## src/rtl/noc_sa_pkg.sv

```systemverilog
// Shared definitions for the age-based switch allocator: default sizes and
// helpers that pack/unpack the per-input destination fields of a flat vector.
// Helpers work on maximum-width containers (16 ports) so any legal N fits.
package noc_sa_pkg;

    localparam int N_DEF     = 7;
    localparam int AGE_W_DEF = 3;
    localparam int DW_DEF    = $clog2(N_DEF + 1);

    localparam int N_MAX   = 16;
    localparam int DW_MAX  = $clog2(N_MAX + 1);
    localparam int VEC_MAX = N_MAX * DW_MAX;

    typedef logic [DW_MAX-1:0]  dest_t;
    typedef logic [VEC_MAX-1:0] dest_vec_t;

    // Low dw bits set.
    function automatic dest_t dest_mask(input int dw);
        return dest_t'((1 << dw) - 1);
    endfunction

    // Extract destination field idx of width dw.
    function automatic dest_t dest_get(input dest_vec_t vec, input int dw, input int idx);
        dest_vec_t sh;
        sh = vec >> (dw * idx);
        return sh[DW_MAX-1:0] & dest_mask(dw);
    endfunction

    // Return vec with destination field idx replaced by d.
    function automatic dest_vec_t dest_put(input dest_vec_t vec, input int dw, input int idx,
                                           input dest_t d);
        dest_vec_t field_mask;
        dest_vec_t field;
        field_mask = dest_vec_t'(dest_mask(dw)) << (dw * idx);
        field      = dest_vec_t'(d & dest_mask(dw)) << (dw * idx);
        return (vec & ~field_mask) | field;
    endfunction

    // A destination is a real request only when it names an existing output.
    function automatic logic dest_valid(input dest_t d, input int n);
        return (d != '0) && (int'(d) <= n);
    endfunction

endpackage

```

## src/rtl/switch_alloc_age_if.sv

```systemverilog
// Request/grant bundle between the input units and the switch allocator.
// master: input-unit side (drives requests, pops); slave: allocator side.
interface switch_alloc_age_if
    import noc_sa_pkg::*;
#(
    parameter int N = N_DEF
);
    localparam int DW = $clog2(N + 1);

    logic [N*DW-1:0] req_dest;
    logic [N-1:0]    pop;
    logic [N-1:0]    tail;
    logic [N*DW-1:0] grant_dest;
    logic [N-1:0]    lock_vec;

    modport master (
        output req_dest,
        output pop,
        output tail,
        input  grant_dest,
        input  lock_vec
    );

    modport slave (
        input  req_dest,
        input  pop,
        input  tail,
        output grant_dest,
        output lock_vec
    );
endinterface

```

## src/rtl/sa_out_arb.sv

```systemverilog
// Per-output selector: picks the input with the largest non-zero priority,
// the lowest index winning ties. Purely combinational.
module sa_out_arb
    import noc_sa_pkg::*;
#(
    parameter int N     = N_DEF,
    parameter int AGE_W = AGE_W_DEF,
    parameter int IW    = $clog2(N)
) (
    input  logic [N*AGE_W-1:0] prio,
    output logic [IW-1:0]      win_idx,
    output logic               win_valid
);

    logic [AGE_W-1:0] prio_a [N];
    logic [AGE_W-1:0] best_prio;

    for (genvar gi = 0; gi < N; gi++) begin : g_unpack
        assign prio_a[gi] = prio[AGE_W*gi +: AGE_W];
    end

    // Strictly-greater scan so an equal later input never displaces an earlier one.
    always_comb begin
        best_prio = '0;
        win_idx   = '0;
        win_valid = 1'b0;
        for (int i = 0; i < N; i++) begin
            if (prio_a[i] > best_prio) begin
                best_prio = prio_a[i];
                win_idx   = IW'(i);
                win_valid = 1'b1;
            end
        end
    end

endmodule

```

## src/rtl/switch_alloc_age.sv

```systemverilog
// Age-priority switch allocator with registered grants.
// Each output goes to the oldest requesting input (popping inputs count as
// age 1); ties go to the lowest index. With SWITCH_ALLOC_LOCK_EN defined, a
// granted output stays locked to its winner (wormhole) until the owner pops
// a tail flit or stops requesting it; otherwise every output is re-arbitrated
// each cycle and lock_vec reads 0.
module switch_alloc_age
    import noc_sa_pkg::*;
#(
    parameter int N     = N_DEF,
    parameter int AGE_W = AGE_W_DEF
) (
    input  logic              clk,
    input  logic              rst,
    switch_alloc_age_if.slave bus
);

    localparam int               DW      = $clog2(N + 1);
    localparam int               IW      = $clog2(N);
    localparam logic [AGE_W-1:0] AGE_MAX = '1;
    localparam logic [AGE_W-1:0] AGE_ONE = AGE_W'(1);

    dest_vec_t          req_vec;
    dest_t              req_d [N];
    logic [N-1:0]       req_v;
    logic [AGE_W-1:0]   age_reg [N];
    logic [AGE_W-1:0]   age_next [N];
    logic [AGE_W-1:0]   eff [N];
    logic [N*AGE_W-1:0] prio_flat [N];
    logic [IW-1:0]      win_idx [N];
    logic [N-1:0]       win_valid;
    dest_vec_t          grant_vec;
    logic [N*DW-1:0]    grant_next;
    logic [N*DW-1:0]    grant_reg;

`ifdef SWITCH_ALLOC_LOCK_EN
    logic [N-1:0]  lock_reg;
    logic [N-1:0]  lock_next;
    logic [IW-1:0] owner_reg [N];
    logic [IW-1:0] owner_next [N];
`endif

    assign req_vec = dest_vec_t'(bus.req_dest);

    // Per-input request decode and effective priority.
    for (genvar gi = 0; gi < N; gi++) begin : g_in
        assign req_d[gi] = dest_get(req_vec, DW, gi);
        assign req_v[gi] = dest_valid(req_d[gi], N);
        assign eff[gi]   = bus.pop[gi] ? AGE_ONE : age_reg[gi];
    end

    // Per-output priority vectors and selectors. A locked output only sees
    // its owner, so in a release cycle nobody else can win it.
    for (genvar go = 0; go < N; go++) begin : g_out
        for (genvar gi = 0; gi < N; gi++) begin : g_req
            logic hit;
            assign hit = req_v[gi] && (req_d[gi] == dest_t'(go + 1));
`ifdef SWITCH_ALLOC_LOCK_EN
            assign prio_flat[go][AGE_W*gi +: AGE_W] =
                (hit && (!lock_reg[go] || (owner_reg[go] == IW'(gi)))) ? eff[gi] : '0;
`else
            assign prio_flat[go][AGE_W*gi +: AGE_W] = hit ? eff[gi] : '0;
`endif
        end

        sa_out_arb #(
            .N     (N),
            .AGE_W (AGE_W),
            .IW    (IW)
        ) u_arb (
            .prio      (prio_flat[go]),
            .win_idx   (win_idx[go]),
            .win_valid (win_valid[go])
        );
    end

    // Age update: restart at 1 on pop, otherwise count up and stick at max.
    always_comb begin
        for (int i = 0; i < N; i++) begin
            if (bus.pop[i]) begin
                age_next[i] = AGE_ONE;
            end else if (age_reg[i] == AGE_MAX) begin
                age_next[i] = AGE_MAX;
            end else begin
                age_next[i] = age_reg[i] + AGE_ONE;
            end
        end
    end

    // Age counters.
    always_ff @(posedge clk or negedge rst) begin
        if (!rst) begin
            for (int i = 0; i < N; i++) begin
                age_reg[i] <= AGE_ONE;
            end
        end else begin
            for (int i = 0; i < N; i++) begin
                age_reg[i] <= age_next[i];
            end
        end
    end

    // Scatter output winners back into per-input grant fields. Each input
    // requests a single output, so no field is written twice.
    always_comb begin
        grant_vec = '0;
        for (int o = 0; o < N; o++) begin
            if (win_valid[o]) begin
                grant_vec = dest_put(grant_vec, DW, int'(win_idx[o]), dest_t'(o + 1));
            end
        end
    end

    assign grant_next = grant_vec[N*DW-1:0];

    // Grant register.
    always_ff @(posedge clk or negedge rst) begin
        if (!rst) begin
            grant_reg <= '0;
        end else begin
            grant_reg <= grant_next;
        end
    end

    assign bus.grant_dest = grant_reg;

`ifdef SWITCH_ALLOC_LOCK_EN
    // Lock tracking: a held output drops when its owner finishes the packet or
    // turns away; a free output locks to a winner that is not a one-flit packet.
    always_comb begin
        for (int o = 0; o < N; o++) begin
            lock_next[o]  = lock_reg[o];
            owner_next[o] = owner_reg[o];
            if (lock_reg[o]) begin
                if (!(req_v[owner_reg[o]] && (req_d[owner_reg[o]] == dest_t'(o + 1))) ||
                    (bus.pop[owner_reg[o]] && bus.tail[owner_reg[o]])) begin
                    lock_next[o] = 1'b0;
                end
            end else if (win_valid[o] && !(bus.pop[win_idx[o]] && bus.tail[win_idx[o]])) begin
                lock_next[o]  = 1'b1;
                owner_next[o] = win_idx[o];
            end
        end
    end

    // Lock state registers.
    always_ff @(posedge clk or negedge rst) begin
        if (!rst) begin
            lock_reg <= '0;
            for (int o = 0; o < N; o++) begin
                owner_reg[o] <= '0;
            end
        end else begin
            lock_reg <= lock_next;
            for (int o = 0; o < N; o++) begin
                owner_reg[o] <= owner_next[o];
            end
        end
    end

    assign bus.lock_vec = lock_reg;
`else
    // Tail only matters for locking; without it the flag is ignored.
    logic [N-1:0] unused_tail;
    assign unused_tail  = bus.tail;
    assign bus.lock_vec = '0;
`endif

endmodule
```

## src/flat_wrapper.sv

```systemverilog
// flat-port wrapper written by rule: the top's interface ports become plain ports
module switch_alloc_age_flat import noc_sa_pkg::*;
#(
    parameter int N     = N_DEF,
    parameter int AGE_W = AGE_W_DEF
)
  (clk, rst, bus_req_dest, bus_pop, bus_tail, bus_grant_dest, bus_lock_vec);
  switch_alloc_age_if #(.N(N)) bus_i ();
  input  logic clk;
  input  logic rst;
  input wire logic [$bits(bus_i.req_dest)-1:0] bus_req_dest;
  input wire logic [$bits(bus_i.pop)-1:0] bus_pop;
  input wire logic [$bits(bus_i.tail)-1:0] bus_tail;
  output wire logic [$bits(bus_i.grant_dest)-1:0] bus_grant_dest;
  output wire logic [$bits(bus_i.lock_vec)-1:0] bus_lock_vec;
  assign bus_i.req_dest = bus_req_dest;
  assign bus_i.pop = bus_pop;
  assign bus_i.tail = bus_tail;
  assign bus_grant_dest = bus_i.grant_dest;
  assign bus_lock_vec = bus_i.lock_vec;
  switch_alloc_age #(.N(N), .AGE_W(AGE_W)) u_core (.clk(clk), .rst(rst), .bus(bus_i));
endmodule
```

## config.mk

```make
export PLATFORM = sky130hd
export DESIGN_NAME = switch_alloc_age_flat
export DESIGN_NICKNAME = d
export VERILOG_FILES = /design/src/rtl/noc_sa_pkg.sv /design/src/rtl/switch_alloc_age_if.sv /design/src/rtl/sa_out_arb.sv /design/src/rtl/switch_alloc_age.sv /design/src/flat_wrapper.sv
export SDC_FILE = /design/constraint.sdc
export NUM_CORES = 1
export LEC_CHECK = 0
export CORE_MARGIN = 10
export CORE_UTILIZATION = 30
export DETAILED_ROUTE_END_ITERATION = 10
export GPL_TIMING_DRIVEN = 0
export PLACE_DENSITY_LB_ADDON = 0.05
export SYNTH_ARGS = -nofsm -noshare
export SYNTH_HDL_FRONTEND = slang
export SYNTH_SLANG_ARGS = --single-unit
```

## constraint.sdc

```tcl
create_clock -name clk -period 18.8 [get_ports clk]
set_clock_uncertainty 0.2 [all_clocks]
set_input_delay 2.82 -clock clk [delete_from_list [all_inputs] [get_ports clk]]
set_output_delay 2.82 -clock clk [all_outputs]
set_load 0.01 [all_outputs]
```

# After elaboration in Yosys (flattened, before gate mapping)
# Cells that the tools add are included.
[classes] n_addsub=7 mul=7 magnitude_cmp=56 n_eq_ne=56 shifts=12 n_mux=210 n_bitwise=18 reduce_logical=63
[ops] operator="$mux 3" n=147
[ops] operator="$shl 3x5->21 const A" n=8
[ops] operator="$mux 21" n=7
[ops] operator="$and 21x21->21" n=6
[ops] operator="$gt 3x3->1" n=42
[ops] operator="$not 21->21" n=6
[ops] operator="$or 21x21->21" n=6
[ops] operator="$eq 3x3->1 const B" n=35
[ops] operator="$logic_and 1x1->1" n=56
[ops] operator="$mux 1" n=56
[ops] operator="$eq 3x2->1 const B" n=14
[ops] operator="$shl 2x5->21 const A" n=2
[ops] operator="$mul 2x3->5 const A" n=7
[ops] operator="$reduce_bool 5->1" n=7
[ops] operator="$shl 3x32->21 const A" n=1
[ops] operator="$add 3x1->3 const B" n=7
[ops] operator="$eq 3x1->1 const B" n=7
[ops] operator="$gt 3x1->1 const B" n=7
[ops] operator="$le 3x3->1 const B" n=7
[ops] operator="$shl 1x5->21 const A" n=1
[word_totals] register_bits=42 out_inout_bits=28 elab_cells=437

# Depth between registers and ports, before layout
# Gate-level depths: netlist of the first run.
[logic_depth] depth_word=39 depth_mapped=45 mapped_depth_nobuf=44

# Modules after synthesis
# A second synthesis of the first run with hierarchy kept.
[unflattened] cells_unflattened=1192 area_unflattened_um2=8682.1
[by_module_without_submodules] mod="sa_out_arb" n_inst=7 cells_per_inst=107 area_per_inst_um2=765.7 seq_area_each_um2=0.0
[by_module_without_submodules] mod="switch_alloc_age" n_inst=1 cells_per_inst=443 area_per_inst_um2=3321.9 seq_area_each_um2=1059.8

# Worst setup path after synthesis of the first run
# Ideal clock, no wire load.
[synth_path] path_kind="input to register" startpoint="input bus_req_dest[5]" endpoint="register u_core.grant_reg[3] (netlist: u_core.bus.grant_dest[3])" setup_ps=104 t_arrival_ps=10411 t_required_ps=18496 path_slack_ps=8085 cell_stages=41 path_buffers=1 cell_sequence="buf_6 -> or3b_4 -> nor2_1 -> ha_1 -> nor2b_1 -> o21a_1 -> o21a_1 -> o21a_1 -> ha_1 -> nor2b_1 -> o21ai_0 -> a32o_1 -> or2_2 -> nand2_1 -> ha_1 -> nor2b_1 -> o21ai_0 -> a32o_1 -> [5 not listed] -> o21ai_2 -> nor2b_1 -> nand2b_1 -> o221ai_1 -> ha_1 -> nor2b_1 -> o21a_1 -> or2_2 -> and2_1 -> a21oi_1 -> ha_1 -> nor2b_1 -> o21a_1 -> o21ai_1 -> nand2_1 -> a2111oi_0 -> a41oi_1 -> o311ai_1"
[synth_via] elab_chain_cells=37 elab_cells_between_ends=229 classes_between="7 x mul; 43 x order compare; 7 x eq/ne; 12 x shift; 133 x mux; 18 x bitwise; 9 x reduce/logical"
[synth_lines] item="start: declaration" line_no="flat_wrapper.sv:11" source="input wire logic [$bits(bus_i.req_dest)-1:0] bus_req_dest;"
[synth_lines] item="$le 3x3->1 or $reduce_bool 5->1 (tied branches)" line_no="noc_sa_pkg.sv:41" source="return (d != '0) && (int'(d) <= n);"
[synth_lines] item="$logic_and 1x1->1" line_no="noc_sa_pkg.sv:41"
[synth_lines] item="$logic_and 1x1->1" line_no="switch_alloc_age.sv:57" source="assign hit = req_v[gi] && (req_d[gi] == dest_t'(go + 1));"
[synth_lines] item="$mux 3" line_no="switch_alloc_age.sv:62" source="assign prio_flat[go][AGE_W*gi +: AGE_W] = hit ? eff[gi] : '0;"
[synth_lines] item="$gt 3x3->1" line_no="sa_out_arb.sv:28" source="if (prio_a[i] > best_prio) begin"
[synth_lines] item="$mux 3" line_no="sa_out_arb.sv:28"
[synth_lines] item="$gt 3x3->1" line_no="sa_out_arb.sv:28"
[synth_lines] item="$mux 3" line_no="sa_out_arb.sv:28"
[synth_lines] item="[22 not listed]"
[synth_lines] item="$mux 21" line_no="switch_alloc_age.sv:108" source="if (win_valid[o]) begin"
[synth_lines] item="$and 21x21->21" line_no="noc_sa_pkg.sv:36" source="return (vec & ~field_mask) | field;"
[synth_lines] item="$or 21x21->21" line_no="noc_sa_pkg.sv:36"
[synth_lines] item="$mux 21" line_no="switch_alloc_age.sv:108"
[synth_lines] item="$and 21x21->21" line_no="noc_sa_pkg.sv:36"
[synth_lines] item="$or 21x21->21" line_no="noc_sa_pkg.sv:36"
[synth_lines] item="$mux 21 (*)" line_no="switch_alloc_age.sv:108"
[synth_lines] item="via u_core.grant_vec[3]" line_no="switch_alloc_age.sv:32" source="dest_vec_t grant_vec;"
[synth_lines] item="end signal: assignment" line_no="switch_alloc_age.sv:121" source="grant_reg <= grant_next;"
[synth_lines] item="end: declaration" line_no="switch_alloc_age.sv:34" source="logic [N*DW-1:0] grant_reg;"
# Mark *: on every way through the listed nets, which the timed path passes. The rest lies on a longest branch.

# Worst setup path after layout of the first run
[layout_path] startpoint="input bus_req_dest[2]" endpoint="register u_core.grant_reg[3] (netlist: u_core.bus.grant_dest[3])"
[layout_via] elab_chain_cells=39 elab_cells_between_ends=250 classes_between="7 x mul; 50 x order compare; 7 x eq/ne; 12 x shift; 147 x mux; 18 x bitwise; 9 x reduce/logical"
[layout_lines] item="$le 3x3->1 or $reduce_bool 5->1 (tied branches)" line_no="noc_sa_pkg.sv:41"
[layout_lines] item="$logic_and 1x1->1" line_no="noc_sa_pkg.sv:41"
[layout_lines] item="$logic_and 1x1->1" line_no="switch_alloc_age.sv:57"
[layout_lines] item="$mux 3" line_no="switch_alloc_age.sv:62"
[layout_lines] item="$gt 3x1->1" line_no="sa_out_arb.sv:28"
[layout_lines] item="$mux 3" line_no="sa_out_arb.sv:28"
[layout_lines] item="$gt 3x3->1" line_no="sa_out_arb.sv:28"
[layout_lines] item="$mux 3" line_no="sa_out_arb.sv:28"
[layout_lines] item="[24 not listed]"
[layout_lines] item="$mux 21" line_no="switch_alloc_age.sv:108"
[layout_lines] item="$and 21x21->21" line_no="noc_sa_pkg.sv:36"
[layout_lines] item="$or 21x21->21" line_no="noc_sa_pkg.sv:36"
[layout_lines] item="$mux 21" line_no="switch_alloc_age.sv:108"
[layout_lines] item="$and 21x21->21" line_no="noc_sa_pkg.sv:36"
[layout_lines] item="$or 21x21->21" line_no="noc_sa_pkg.sv:36"
[layout_lines] item="$mux 21 (*)" line_no="switch_alloc_age.sv:108"
[layout_lines] item="via u_core.grant_vec[3]" line_no="switch_alloc_age.sv:32"
# Marks and branches as above.

==> results of run 1 <==
[routing by layer]
metal	up-vias	track usage [%]	routed length (µm)
li1	3997	-	-
met1	3628	21.9	13400
met2	105	23.9	11200
met3	7	1.77	835
met4	0	1.85	127
met5	-	0	0
[final timing paths]
| path | from | to | slack [ns] | depth (start not counted) |
|---|---|---|---|---|
| hold reg to reg | u_core.age_reg[3] | u_core.age_reg[3] | 0.28 | 1 |
| setup reg to reg | u_core.age_reg[19] | u_core.bus.grant_dest[3] | 8.72 | 37 |
| hold / removal | u_core.age_reg[3] | u_core.age_reg[3] | 0.28 | 1 |
| min in group asynchronous | rst | u_core.age_reg[13] | 2.27 | 1 |
| max in group asynchronous | rst | u_core.age_reg[15] | 15.54 | 2 |
| setup / recovery | bus_req_dest[2] | u_core.bus.grant_dest[3] | 6.09 | 38 |
[worst reg2reg max path, delay by kind of cell (launching register included)]
kind	cells	cell delay, ns
AO/OA/AOI/OAI	14	4.04
adder cells (fa/ha/maj)	6	1.71
AND/OR/NAND/NOR	10	1.67
multiplexers	3	1.04
buffers and inverters	4	0.72
flip-flops	1	0.52
[cell families (layout without fill, tap and decap cells)]
| group | Yosys count | count (layout) |
|---|---|---|
| mux | 29 | 29 |
| fa+ha+maj | 133 | 133 |
| flops | 42 | 42 |
| buf+inv | 96 | 146 |
| simple gates | 529 | 529 |
| compound gates | 253 | 253 |
| other cells | 1 | 7 |
[per-stage QoR]
| stage | hold slack, ns | worst slack, ns | instances | area (µm²) | util (%) |
|---|---|---|---|---|---|
| 6_report | 0.281 | 6.09 | 1474 | 8860 | 34.2 |
| 5_1_grt | 0.295 | 5.21 | 1474 | 8860 | 34.2 |
| 4_1_cts | 0.283 | 5.97 | 1474 | 8860 | 34.2 |
| 3_5_place_dp | 0.264 | 5.71 | 1466 | 8710 | 33.6 |
| 3_3_place_gp | 0.264 | 5.64 | 1465 | 8690 | 33.6 |
| 2_1_floorplan | 0.250 | 8.09 | 1089 | 7870 | - |
[cell usage in the layout, fill, tap and decap left out, types with 5 or more instances in the layout]
master and instances:
a211oi_1 6, or3b_2 5, ha_1 133, mux2_2 7
clkbuf_1 15, o21ai_0 45, a21oi_1 46, nor2_1 140
inv_1 64, dfstp_2 7, nand2_1 115, a21o_1 13
a31oi_1 10, o211ai_1 12, nor2b_1 50, and3_1 12
clkbuf_16 5, conb_1 7, nor3_1 34, nand3_1 48
dfrtp_1 35, and2_1 13, or3_1 9, nand2b_1 35
clkdlybuf4s50_1 40, or2_2 10, o21a_1 39, o21ai_1 18
mux2i_1 19, buf_4 8, a32oi_1 18, buf_2 6
a32o_1 7, nand3b_1 31
[area by class of cell]
type / instances / share of cell area [%]
inverters: 66 / 2.80
clock inverters: 2 / 0.141
clock buffers: 6 / 1.57
well taps: 335 / 4.73
flip-flops and latches: 42 / 12.0
plain buffers: 30 / 1.85
repair buffers: 42 / 4.80
multi-input cells: 951 / 72.2
[power by group through the flow]
stage	Combinational [mW]	Clock, mW	Sequential [mW]
floorplan	0.394	0	0.140
global placement	0.595	0	0.132
detailed placement	0.597	0	0.132
CTS	0.599	0.104	0.130
global route	0.666	0.106	0.132
finish	0.592	0.0987	0.130
==> flow_summary.ini, run 1 <==
[logic_synthesis]
synth_compound_area_share_pct = 21.7
synthAdderAreaFrac_pct = 21.2
ys_seq_elements = 42
synth-seq-area-share_pct = 13.5
ys_warn_count = 0
synth_edf_count = 0
muxShareOfSynthArea_pct = 3.97
synth_ff_type = dfrtp_1
netlist_area_um2 = 7840
synth.area.top_cells = ha_1 (21%), dfrtp_1 (11%), nor2_1 (6.7%), nand2_1 (5.5%), nor2b_1 (4.0%)
synth.distinct_cells = 77
syn_area_per_cell_um2 = 7.24
yosys.area_share.simple_pct = 34.3
synth_top_family_by_area = simple AND/OR/NAND/NOR gates
yosysTopAreaCell = ha_1
synthCells = 1083
yosysTopAreaCellShare_pct = 21.2
async_flop_share_pct = 100
synthTopCellsByCount = nor2_1 (140), ha_1 (133), nand2_1 (115)
synth.most_common_cell = nor2_1
synth_xor_area_share_pct = 0

[placement]
portBuffers = 41
dp_hpwl_mm = 22.3
gp_congestion = 0.846

[clock_tree]
cts.clk_slew.worst_paths_ns = 0.07
cts_buffers = 5
clockBufferDepth = 2
clock_latency_ns = 0.31
cts_setup_buffers = 0
clock-sinks = 42
hold_buffers = 0
cts_resized = 0
cts_root_buf = clkbuf_16
htreeDepth = 2
cts_tree = built

[worst_setup_path]
cp_max_fo = 10
crit_slowest_cell = a21boi_1
crit_required_ns = 18.76
cp-end-kind = register
slowest_delay_ns = 0.58
crit_top_cell = ha_1
worst-path-buf-inv = 6
cp_top_family = compound AO/OA/AOI/OAI gates
critPathArrivalTime_ns = 12.67
critical_path_class = in2reg
cp-start-kind = input pin

[routing]
vias = 7737
viasPerCell = 5.25
totalWireLength_mm = 25.5
ant_nets = 0
post_drt_wl_per_cell_um = 17.3
drt_iter0_drc = 473
drt_pass1_iterations = 5
drc_errors = 0

[die]
die_area_um2 = 33000
die_height_um = 182
rows = 59
core_area_um2 = 25900
die_w_um = 182
start_util_pct = 30.3
num_io_pins = 65

[global_routing]
grt_antenna_before_repair = 0
grtUsageTotal_pct = 15.1
overflow = 0
grt_first_pass_wirelength_mm = 40.1
grt_pass1_vias = 7255
grt_max_degree = 27

[sta]
rsz0062_at_grt = false
setup_tns_ns = 0
finalSetupViolCount = 0
fin_crit_sh_pct = 67.6
slew_violations = 0
hold_viol = 0
min_period_ns = 12.71
max_slew_margin_pct = 49.7
tightest_slew_ns = 0.755
fmax_mhz = 78.7

[final_layout]
fillerInstances = 2812
multi_input_area_um2 = 6390
regArea_um2 = 1060
drive_gt1_share_pct = 6.76
areaGrowthSynthToFinish_pct = 13.0
antennaDiodeCount = 0
fin_nets = 1308

[pwr]
internal_power_uw = 407
seqPwrFrac_pct = 15.8
swShare_pct = 50.5
leakagePower_nw = 3.71
vdd_ir_drop_max_mv = 0.0340
p_clk_share_pct = 12.0
p_per_area_nw_per_um2 = 92.6
power_uw = 821
comb_power_share_pct = 72.2
p_sw_uw = 414

[job]
drv_cap = 0

[run_status]
status = finished clean

[worst_hold_path]
hp-class = reg2reg
(Power assumes the default switching activity.)
==> inputs of run 2 (changes only) <==
- clock period: 18.8 -> 11.5 ns (I/O delays scaled with it)
==> run 2 against run 1 <==
  * Combinational power increased by 71%
  * Design area increased by 1.9%
  * Count of clock-buffer cells in the layout stayed put
  * Die area stayed put
  * Sequential share of layout area shrank 0.23 points
  * Worst setup slack got worse by 5.6 ns
  * Global-route usage stayed put
  * Non-clock buffer count down 1
  * Largest cell class unchanged
  * Largest power group unchanged
==> flow_summary.ini, run 2 (same netlist as run 1, synthesis figures left out) <==
[pwr]
vdd_ir_drop_max_mv = 0.0570
leakagePower_nw = 3.74
p_per_area_nw_per_um2 = 154

[clock_tree]
cts_root_buf = clkbuf_16
clock_latency_ns = 0.31
cts.clk_slew.worst_paths_ns = 0.07
htreeDepth = 2
clock-sinks = 42
cts_setup_buffers = 0
clockBufferDepth = 2
cts_buffers = 5
hold_buffers = 0
cts_tree = built

[routing]
post_drt_wl_per_cell_um = 17.4
viasPerCell = 5.23
ant_nets = 0
drt_iter0_drc = 494
drt_pass1_iterations = 5
drc_errors = 0
totalWireLength_mm = 25.7
vias = 7707

[worst_setup_path]
slowest_delay_ns = 0.53
cp-end-kind = register
critPathArrivalTime_ns = 10.99
crit_required_ns = 11.47
rrSetupSlack_ns = 2.13
worst-path-buf-inv = 2
cp_max_fo = 10
cp-start-kind = input pin
critical_path_class = in2reg
crit_slowest_cell = clkdlybuf4s50_1
crit_top_cell = nor2b_1
cp_top_family = compound AO/OA/AOI/OAI gates
critPathLaunch = bus_req_dest[2]
r2r-start = u_core.age_reg[16]

[run_status]
status = finished clean

[sta]
fmax_mhz = 90.7
finalSetupViolCount = 0
max_slew_margin_pct = 59.8
tightest_slew_ns = 0.601
hold_viol = 0
fin_crit_sh_pct = 95.9
min_period_ns = 11.03
holdWs_ns = 0.281
slew_violations = 0
rsz0062_at_grt = true

[final_layout]
fin_nets = 1307
antennaDiodeCount = 0
drive_gt1_share_pct = 9.14
final_common_cell = nor2_1
final_cells = 1473
areaGrowthSynthToFinish_pct = 15.2
final_cell_mix = nor2_1 (139), ha_1 (133), nand2_1 (114)

[worst_hold_path]
hp-class = reg2reg
hp-start = u_core.age_reg[3]

[placement]
gp_congestion = 0.846
portBuffers = 41
dp_cells = 1466
dp_hpwl_mm = 22.3

[die]
die_area_um2 = 33000
start_util_pct = 30.3
num_io_pins = 65
rows = 59
die_height_um = 182
die_w_um = 182
core_area_um2 = 25900

[global_routing]
grt_antenna_before_repair = 0
grtUsageTotal_pct = 15.1
overflow = 0
grt_max_degree = 27
grt_pass1_vias = 7257
grt_first_pass_wirelength_mm = 40.1

[job]
drv_cap = 0
[run 2: timing repair]
item,CTS,global route
gates cloned,0,0
resized for setup,3,31
endpoints found under the setup margin,2,20
[run 2: report_power, final]
part | internal [mW] | switching [mW] | leakage, nW | total, mW
sequential | 0.195 | 0.0175 | 0.517 | 0.212
clock | 0.0866 | 0.0751 | 0.0729 | 0.162
combinational | 0.407 | 0.607 | 3.15 | 1.01
total | 0.688 | 0.700 | 3.74 | 1.39
[run 2: final timing paths]
kind                                             to  cells after the start
setup / recovery           u_core.bus.grant_dest[3]                     42
hold / removal                    u_core.age_reg[3]                      1
setup reg to reg           u_core.bus.grant_dest[3]                     40
hold reg to reg                   u_core.age_reg[3]                      1
max in group asynchronous        u_core.age_reg[15]                      2
min in group asynchronous        u_core.age_reg[14]                      1
[run 2: layout make-up]
class	instances	area, µm²
tap	335	419
buffer	29	161
fill	2801	16900
inverter	66	248
clock inverter	2	12.5
sequential	42	1060
multi-input combinational	951	6570
timing repair buffer	42	425
clock buffer	6	139
[run 2: metrics by stage]
stage	power, mW	setup TNS [ns]	utilization (%)	area, µm²	worst slack [ns]
after floorplan	0.872	0	-	7870	1.88
after global placement	1.19	-2.14	33.6	8690	-0.570
after detailed placement	1.19	-1.85	33.6	8710	-0.500
after CTS	1.37	0	34.3	8880	0.0158
after global routing	1.52	-0.103	34.9	9030	-0.101
final	1.39	0	34.9	9030	0.475
[run 2: per-layer routing]
metal	track usage, %	up-vias	routed length (µm)	share of wire [%]
met3	1.77	7	863	3.4
met1	21.9	3598	13400	52
li1	-	3996	-	-
met2	23.9	106	11300	44
met4	1.85	0	123	0.48
met5	0	-	0	0
==> inputs of run 3 (changes only) <==
- CAP_MARGIN: unset -> 10
- HOLD_SLACK_MARGIN: unset -> 0.02
==> results of run 3 <==
The final DEF is identical to that of run 2; final timing and power are the same.
==> RTL edit 1, RTL diff (flow settings as in run 3) <==
Change the package constant `AGE_W_DEF` from 3 to 6.
--- a/src/rtl/noc_sa_pkg.sv
+++ b/src/rtl/noc_sa_pkg.sv
@@ -4,7 +4,7 @@
 package noc_sa_pkg;
 
     localparam int N_DEF     = 7;
-    localparam int AGE_W_DEF = 3;
+    localparam int AGE_W_DEF = 6;
     localparam int DW_DEF    = $clog2(N_DEF + 1);
 
     localparam int N_MAX   = 16;
Check against the original RTL: not settled (the Yosys comparison gave no result); the edit may change what the design does.
==> RTL edit 1 against run 3 <==
- wire length grew 110%
- the flow now finishes with violations (setup timing)
- combinational power increased to 3.9 times the old value
- critical path type unchanged
- global-route usage increased by 3.9 points
- synthesized area grew 76%
- sequential cell count is 21 higher
- setup slack got worse by 1000 ps
- non-clock buffer count is 349 higher
- utilization is 11 points higher
- design area grew 130%
- total power grew to 3.2 times the old value
==> RTL edit 1: results (changes against run 3) <==
finish:
  final_net_count: 2606  # was 1307
  multiInputCombCellCount: 1717  # was 951
  buf_share_pct: 17.1  # was 6.50%
  final_cell_count_no_fill: 2921  # was 1473
  multi_input_comb_area_um2: 14400  # was 6570 um2
  drive_gt1_share_pct: 36.3  # was 9.14%
min_path:
  holdPathEnd: "u_core.age_reg[18]"  # was u_core.age_reg[3]
run_status:
  run_status: "complete, but fails checks"  # was complete, no violations
  violations: "setup timing"
routing:
  m1WireLength_mm: 24.9  # was 13.4 mm
global_routing:
  grt_start_max_net_pins: 43  # was 27
  gr-usage-met3_pct: 2.38  # was 1.77%
logic_synthesis:
  synth-seq-area-share_pct: 11.5  # was 13.5%
  postSynthAreaPerCell_um2: 7.06  # was 7.24 um2
  post_synth_main_area_contributors: "ha_1 (23%), dfrtp_1 (10%), nor2_1 (8.3%)"  # was ha_1 (21%), dfrtp_1 (11%), nor2_1 (6.7%)
placed_design:
  pre_cts_slack_ps: -3120  # was -500 ps
  numPortBuffers: 46  # was 41
timing:
  final.setup.tns_ps: -4730  # was 0 ps
  postLayoutSetupSlackWorst_ps: -550  # was 475 ps
  setup_violations: 16  # was 0
worst_setup_path:
  slowest_stage: "mux2_4"  # was clkdlybuf4s50_1
  crit_arrival_ps: 12120  # was 10990 ps
  worstPathMaxFanout: 7  # was 10
clock_network:
  clock_insertion_delay_worst_skew_ps: 390  # was 310 ps
pwr:
  leakage_nw: 8.82  # was 3.74 nW
==> RTL edit 1: power groups by stage <==
stage | registers, mW | clock network [mW] | logic (mW)
after floorplan | 0.314 | 0 | 1.67
after global placement | 0.301 | 0 | 2.34
after detailed placement | 0.300 | 0 | 2.35
after CTS | 0.298 | 0.297 | 3.36
after global routing | 0.302 | 0.303 | 4.22
final | 0.297 | 0.284 | 3.93
==> RTL edit 1: logic make-up (layout without fill, tap and decap cells) <==
logic type,Yosys count,count (layout),share of synthesized area (%)
other,1,7,0.0272
DFF,63,63,11.5
AOI/OAI and AO/OA,433,433,20.4
buffers and inverters,176,541,5.06
muxes,67,67,5.15
adders and majority gates,255,255,23.1
xor gates and xnor gates,17,17,1.08
and+or+nand+nor,938,938,33.6
==> RTL edit 2, RTL diff (settings of run 3) <==
Without the edit above. The option `SWITCH_ALLOC_LOCK_EN` is turned on by a define.
--- a/src/rtl/switch_alloc_age.sv
+++ b/src/rtl/switch_alloc_age.sv
@@ -4,6 +4,8 @@
 // granted output stays locked to its winner (wormhole) until the owner pops
 // a tail flit or stops requesting it; otherwise every output is re-arbitrated
 // each cycle and lock_vec reads 0.
+`define SWITCH_ALLOC_LOCK_EN
+
 module switch_alloc_age
     import noc_sa_pkg::*;
 #(
Function: changed (Yosys sat finds a counterexample within 4 cycles, from zero or initial values and one cycle with rst low).
==> RTL edit 2 against run 3 <==
- design area rose by 49%
- synthesized area rose by 46%
- wire length rose by 120%
- die area rose by 41%
- worst hold slack got worse by 1.6 ps
- first-iteration DRC count rose by 140%
- register-to-register slack got worse by 600 ps
- setup slack got worse by 100 ps
- sequential cell count rose by 28
- cell count rose by 47%
Power is left out: the tool's default activity adds up to more than one toggle a clock period on the data nets, which glitch-free logic cannot reach.
==> RTL edit 2: results (changes against run 3) <==
run_status:
  run_status: "complete, no violations"  # unchanged
clock_network:
  cts-buffers-inserted: 9  # was 5
  h-tree-depth: 3  # was 2
  postCtsSetupRepairBufs: 2  # was 0
  post_cts_resize_count: 30  # was 3
  clock_insertion_delay_worst_skew_ps: 360  # was 310 ps
global_routing:
  gr-usage-met3_pct: 5.62  # was 1.77%
  grt_util_met2_pct: 34.7  # was 23.9%
  grt_start_max_net_pins: 39  # was 27
  grt.met1_usage_pct: 31.9  # was 21.9%
  total_global_route_track_usage_pct: 23.4  # was 15.1%
  grt_antenna_before_repair: 1  # was 0
  grt_pass1_wl_mm: 81.2  # was 40.1 mm
  grt_pass1_vias: 12100  # was 7257
worst_setup_path:
  crit_arrival_ps: 11180  # was 10990 ps
  critPathMaxStageDelay_ps: 610  # was 530 ps
routing:
  total_number_of_vias: 12800  # was 7707
  dr.first_iter.drc_count: 1167  # was 494
  drt-vias-per-instance: 5.90  # was 5.23
  met2WireLength_mm: 23.8  # was 11.3 mm
  avgRoutedWirePerCell_um: 26.1  # was 17.4 um
  m1WireLength_mm: 25.7  # was 13.4 mm
  met3WireLength_mm: 4.61  # was 863 um
  firstDrtPassIters: 5  # unchanged
  topRoutingLayerUsed: "met5"  # was met4
logic_synthesis:
  synthesis.instances: 1567  # was 1083
  post_synth_main_area_contributors: "ha_1 (15%), dfrtp_1 (14%), nor2_1 (6.4%)"  # was ha_1 (21%), dfrtp_1 (11%), nor2_1 (6.7%)
  synth-compound-area-share_pct: 31.4  # was 21.7%
  ys_types: 104  # was 77
  synthFlopType: "dfrtp_1"  # unchanged
  synthesis.area_um2: 11500  # was 7840 um2
  synth-seq-area-share_pct: 15.4  # was 13.5%
  post_synth_most_frequent_cells: "nor2_1 (197), nand2_1 (152), ha_1 (133)"  # was nor2_1 (140), ha_1 (133), nand2_1 (115)
  portion_of_netlist_area_occupied_by_mux_cells_pct: 3.12  # was 3.97%
  yosys.area_share.adder_pct: 14.5  # was 21.2%
placed_design:
  placedCellCount: 2135  # was 1466
  dp.final_hpwl_mm: 45.0  # was 22.3 mm
  finalWeightedCongestion: 0.942  # was 0.846
  numPortBuffers: 55  # was 41
  placed_cell_area_um2: 12700  # was 8710 um2
finish:
  inverters: 56  # was 66
  multi_input_comb_area_um2: 9530  # was 6570 um2
  num-nonclk-buffers: 139  # was 71
  flow.area_growth_from_synthesis_pct: 17.4  # was 15.2%
  buf_share_pct: 7.57  # was 6.50%
  clkcell_share_pct: 2.27  # was 1.68%
  drive_gt1_share_pct: 12.7  # was 9.14%
  multiInputCombCellCount: 1370  # was 951
  seq_cells: 70  # was 42
  final_net_count: 1816  # was 1307
  fillers: 4104  # was 2801
  area.share.sequential_pct: 13.1  # was 11.7%
flow_run:
  max_cap_viol_count: 0  # unchanged
timing:
  worst_slew_pin_slew_ps: 1150  # was 601 ps
-- RTL edit 2: cell count changes in the layout (fill, tap and decap cells not counted), sizes merged, moves of 23 or more --
cell,change
nand2,+37
nor2,+56
a21o,+49
dfrtp,+28
a211oi,+23
o21ai,+32
buf,+23
clkbuf,+34
nor2b,-24
a21oi,+55
-- RTL edit 2: worst paths after layout --
kind                                      start              endpoint  slack (ps)  depth (start not counted)
max                             bus_req_dest[0]  u_core.owner_reg[13]         370                         40
min                           u_core.age_reg[0]     u_core.age_reg[0]         280                          1
max reg2reg                u_core.owner_reg[14]  u_core.owner_reg[13]        1530                         40
min reg2reg                   u_core.age_reg[0]     u_core.age_reg[0]         280                          1
max in group asynchronous                   rst     u_core.age_reg[3]        9270                          2
min in group asynchronous                   rst    u_core.age_reg[17]        1150                          1
-- RTL edit 2: metrics by stage --
stage	utilization (%)	setup slack (ps)
after floorplan	-	1500
after global placement	33.6	-1530
after detailed placement	33.7	-1540
after CTS	34.8	-107
after global routing	35.7	-68.1
final	35.7	371
